File: src/rtl/traffic_pkg.sv
// Shared intersection-controller definitions: phase codes, default dwell
// durations and the phase -> duration lookup used by the phase timer.
package traffic_pkg;

  localparam logic [2:0] N_GREEN  = 3'd0;
  localparam logic [2:0] N_YELLOW = 3'd1;
  localparam logic [2:0] RED_1    = 3'd2;
  localparam logic [2:0] E_LEFT   = 3'd3;
  localparam logic [2:0] E_GREEN  = 3'd4;
  localparam logic [2:0] E_YELLOW = 3'd5;
  localparam logic [2:0] RED_2    = 3'd6;
  localparam logic [2:0] N_LEFT   = 3'd7;

  localparam int DEF_T_GREEN  = 30;
  localparam int DEF_T_YELLOW = 4;
  localparam int DEF_T_RED    = 2;
  localparam int DEF_T_LEFT   = 8;

  typedef enum logic {RUN = 1'b0, EXPIRED = 1'b1} mode_t;

  // Duration in ticks, truncated to cw bits; zero (before or after
  // truncation) becomes 1 so a phase can never start already expired.
  function automatic logic [31:0] phase_dur(input logic [2:0] phase, input int cw,
                                            input int tg, input int ty,
                                            input int tr, input int tl);
    logic [31:0] raw;
    logic [31:0] mask;
    case (phase[1:0])
      2'd0:    raw = tg;
      2'd1:    raw = ty;
      2'd2:    raw = tr;
      default: raw = tl;
    endcase
    mask = (cw >= 32) ? '1 : ((32'd1 << cw) - 32'd1);
    raw  = raw & mask;
    return (raw == 32'd0) ? 32'd1 : raw;
  endfunction

endpackage

File: src/rtl/phase_timer_prescaler.sv
// Tick prescaler: counts 0..TICK_DIV-1 while enabled; clear restarts the
// count. wrap is the combinational "this edge ends a tick period" strobe.
module tick_prescaler #(
  parameter int TICK_DIV = 50_000_000
) (
  input  logic clk,
  input  logic reset,
  input  logic clear,
  input  logic en,
  output logic wrap,
  output logic tick
);

  localparam int PW = (TICK_DIV > 1) ? $clog2(TICK_DIV) : 1;

  logic [PW-1:0] pre;

  assign wrap = en && !clear && (pre == PW'(TICK_DIV - 1));

  always_ff @(posedge clk) begin
    if (reset || clear) begin
      pre  <= '0;
      tick <= 1'b0;
    end else if (!en) begin
      tick <= 1'b0;
    end else if (wrap) begin
      pre  <= '0;
      tick <= 1'b1;
    end else begin
      pre  <= pre + 1'b1;
      tick <= 1'b0;
    end
  end

endmodule

File: src/rtl/phase_timer.sv
// Per-phase dwell timer: reloads on every phase change, counts down in
// prescaled ticks and fires a single-cycle expire to advance the FSM.
module phase_timer
  import traffic_pkg::*;
#(
  parameter int TICK_DIV = 50_000_000,
  parameter int CW       = 6,
  parameter int T_GREEN  = DEF_T_GREEN,
  parameter int T_YELLOW = DEF_T_YELLOW,
  parameter int T_RED    = DEF_T_RED,
  parameter int T_LEFT   = DEF_T_LEFT
) (
  input  logic          clk,
  input  logic          reset,
  input  logic [2:0]    phase,
  input  logic          hold,
  output logic          expire,
  output logic          tick,
  output logic [CW-1:0] remaining
);

  localparam logic [CW-1:0] DUR_RESET =
    CW'(phase_dur(N_GREEN, CW, T_GREEN, T_YELLOW, T_RED, T_LEFT));

  logic [2:0]    phase_q;
  mode_t         mode;
  logic          reload;
  logic          wrap;
  logic [CW-1:0] dur_next;

  assign reload   = (phase != phase_q);
  assign dur_next = CW'(phase_dur(phase, CW, T_GREEN, T_YELLOW, T_RED, T_LEFT));

  tick_prescaler #(.TICK_DIV(TICK_DIV)) u_pre (
    .clk   (clk),
    .reset (reset),
    .clear (reload),
    .en    (!hold),
    .wrap  (wrap),
    .tick  (tick)
  );

  // Reload outranks the final tick, so a coincident phase change never
  // produces a stray expire.
  always_ff @(posedge clk) begin
    if (reset) begin
      phase_q   <= N_GREEN;
      remaining <= DUR_RESET;
      mode      <= RUN;
      expire    <= 1'b0;
    end else if (reload) begin
      phase_q   <= phase;
      remaining <= dur_next;
      mode      <= RUN;
      expire    <= 1'b0;
    end else if (hold) begin
      expire <= 1'b0;
    end else begin
      expire <= 1'b0;
      if (wrap && mode == RUN) begin
        if (remaining > CW'(1)) begin
          remaining <= remaining - 1'b1;
        end else begin
          remaining <= '0;
          expire    <= 1'b1;
          mode      <= EXPIRED;
        end
      end
    end
  end

endmodule

File: config.mk
export PLATFORM = sky130hd
export DESIGN_NAME = phase_timer
export DESIGN_NICKNAME = d
export VERILOG_FILES = /design/src/rtl/traffic_pkg.sv /design/src/rtl/phase_timer_prescaler.sv /design/src/rtl/phase_timer.sv
export SDC_FILE = /design/constraint.sdc
export NUM_CORES = 1
export LEC_CHECK = 0
export CELL_PAD_IN_SITES_DETAIL_PLACEMENT = 1
export CELL_PAD_IN_SITES_GLOBAL_PLACEMENT = 1
export CORE_MARGIN = 2
export CORE_UTILIZATION = 39
export CTS_CLUSTER_DIAMETER = 60
export DETAILED_ROUTE_END_ITERATION = 16
export GPL_TIMING_DRIVEN = 0
export HOLD_SLACK_MARGIN = 0.02
export PLACE_DENSITY_LB_ADDON = 0.1
export SETUP_SLACK_MARGIN = 0.3
export SLEW_MARGIN = 0
export SYNTH_ARGS = -nofsm -noshare
export SYNTH_HDL_FRONTEND = slang
export SYNTH_SLANG_ARGS = --single-unit
File: constraint.sdc
create_clock -name clk -period 2.37 [get_ports clk]
set_clock_uncertainty 0.1 [all_clocks]
set_input_delay 0.474 -clock clk [delete_from_list [all_inputs] [get_ports clk]]
set_output_delay 0.474 -clock clk [all_outputs]
set_load 0.1 [all_outputs]
==> metrics.txt <==
run status finished with violations; failing checks setup timing; Port Buffers 12; Worst EP arrival 2690 ps; Die Ht 72.6 um; Mapped Cells 208; Period Utilization, post-route 109%; Power Total 0.00134 W; YS warnings 0; total number of vias 1681; leading cell type in the layout, fill and taps excluded dfxtp_1; GRT Util Overall 22.2%; Avg Inst Size Synth 8.81 sq um; Final WS setup -205 ps; Worst setup EP type register; Initial DRT Pass Iterations 6; Hold Path Stages 2; global-route wire length before repair 8920 um; clock tree buffer depth 2; max cap viols 0; IO Pins 14; largest net degree at the start of global routing 12; FFs w/ async S/R, synth 0%; Max IR drop VDD 0.000274 V; Hold Slack 411 ps; setup violators final 32; Hold Path Class reg -> reg; WP depth 5; share of cells above drive strength 1 33.3%; CP delay by family, top simple AND/OR/NAND/NOR gates; worst path cell trace or4b_4 > or4_4 > or4_4 > or3_4 > a221oi_2; Final Hold Viols 0; r2r worst-path depth 5; clock latency on the worst-skew pair 300 ps; Mapped Area 1830 sq um; hpwl dp 3230 um; Worst Path Required 2480 ps; drt total wl 5530 um; Post-synth EDFFs 0; TNS Setup -4050 ps; total gr overflow 0; number of cell rows 24; Seq cells post-synth 38; initial core utilization 41.2%; Num CTS Buffers 5; CTS tree done; LEAKAGE 0.908 nW; commonest cells after routing, fill and taps aside dfxtp_1, nor2_2, xor2_1; diode count 0; initial antenna violation count 0; fmax 0.388 GHz; Synthesized Nets 222; most used cell, CP or4_4; pwr/cell area 522 nW/um^2; crit-path max FO 3; DRT iter0 DRCs 95; final net count 259; CP bufs+invs 0; slowest stage delay, CP 490 ps; Final Critical Period 2580 ps; residual DRC count 0; root buffer cell clkbuf_8; reg-to-reg endpoint remaining[0]; worst-margin pin slew 952 ps; number of global-route vias before repair 1832; Routability Congestion 0.763; Final Max Tran Viols 0; hold path start remaining[5]; CTS Sinks 38; cell at the slowest stage of the critical path or4b_4; worst reg2reg setup slack -210 ps; die area 5260 sq um; Post-Layout Cell Count 298; unrepaired setup endpoints after global routing true; DRT antenna net count 0; H-tree depth reported by CTS 2; WL/cell 18.6 um; Core Area 4440 sq um; worst reg2reg path startpoint u_pre.pre[25]; Final Util 57.7%; predominant post-synthesis flop cell dfxtp_1; Crit Path Category reg -> reg; Cell variety after synth 40; sequential share of the synthesized area 41.5%; Worst slew margin 36.8%; crit path launch type register; dpl cells 272; WHS Endpoint remaining[5]; Clock transition at path regs 80 ps; DR vias/cell 5.64; die span in x 72.6 um; area grow syn2layout 39.8%
[cell families after synthesis]
| logic type | count (synthesis) | synth area share, % |
|---|---|---|
| AO/OA/AOI/OAI | 14 | 6.01 |
| XOR/XNOR | 28 | 13.4 |
| adder cells (fa/ha/maj) | 8 | 5.46 |
| buffers and inverters | 11 | 2.39 |
| flip-flops | 38 | 41.5 |
| multiplexers | 2 | 1.09 |
| AND/OR/NAND/NOR | 107 | 30.2 |
[Yosys cell counts, types with 2 or more instances]
| master | n | area (sq um) |
|---|---|---|
| clkbuf_1 | 3 | 11.3 |
| a21oi_1 | 2 | 10.0 |
| xnor2_1 | 10 | 87.6 |
| or3_1 | 2 | 12.5 |
| a31oi_1 | 2 | 12.5 |
| ha_1 | 8 | 100 |
| nor3_1 | 7 | 35.0 |
| nor4_1 | 3 | 18.8 |
| buf_2 | 2 | 10.0 |
| nand4b_1 | 2 | 17.5 |
| and4_1 | 2 | 17.5 |
| nand3_1 | 15 | 75.1 |
| nor2_1 | 41 | 154 |
| inv_1 | 6 | 22.5 |
| and3_1 | 4 | 25.0 |
| dfxtp_1 | 38 | 761 |
| o41ai_1 | 2 | 17.5 |
| nand4_1 | 6 | 37.5 |
| or4_4 | 2 | 22.5 |
| nand2_1 | 11 | 41.3 |
| xor2_1 | 18 | 158 |
| nor2b_1 | 3 | 18.8 |
| mux2i_1 | 2 | 20.0 |
[worst max-delay path by stage]
stage | slack [ps] | endpoint | startpoint
floorplan | -50 | remaining[0] | u_pre.pre[7]
global placement | -830 | remaining[1] | hold
detailed placement | -840 | remaining[1] | hold
CTS | -160 | remaining[0] | u_pre.pre[7]
global route | -230 | u_pre.pre[22] | u_pre.pre[25]
finish | -210 | remaining[0] | u_pre.pre[25]
[per-stage QoR]
stage / area, sq um / worst slack [ps]
floorplan: 1860 / -49.2
global placement: 2040 / -826
detailed placement: 2040 / -837
CTS: 2410 / -158
global route: 2560 / -231
finish: 2560 / -205
[flip-flops by register name (all words and copies together) (netlist names)]
name,cells
mode,1
u_pre.pre,26
phase_q,3
expire,1
remaining,6
u_pre.tick,1
[where the power goes]
part | switching (W) | leakage [nW] | total, W | internal (W)
sequential | 0.0000178 | 0.310 | 0.000668 | 0.000650
clock | 0.000238 | 0.0482 | 0.000473 | 0.000235
combinational | 0.000129 | 0.550 | 0.000197 | 0.0000675
[worst reg2reg max path: cells and delay by family, from the launching register on]
family          cells  cell delay (ps)
flops               1              400
simple gates        4             1750
compound gates      1              240
[timing repair]
| action | in CTS | in global routing |
|---|---|---|
| endpoints found under the setup margin | 43 | 37 |
| hold buffers | 0 | 0 |
| resized for setup | 41 | 38 |
| gates cloned | 2 | 0 |
| setup buffers | 14 | 2 |
| pin swaps | 1 | 5 |
[metal layers]
metal	share of wire [%]	wire [um]	global-route usage [%]	vias to the layer above
met2	49	2730	38.1	46
met3	4.2	233	4.44	15
met5	0	0	0	-
met4	3.0	166	10.1	0
li1	-	-	-	804
met1	43	2400	26.5	816
[final cells by class]
type | count | area [sq um]
clock inverter | 1 | 5.00
fill | 507 | 1880
multi-input combinational | 159 | 1210
buffer | 5 | 41.3
timing repair buffer | 30 | 362
sequential | 38 | 772
tap | 52 | 65.1
clock buffer | 7 | 86.3
inverter | 6 | 22.5
(Power assumes the default switching activity.)
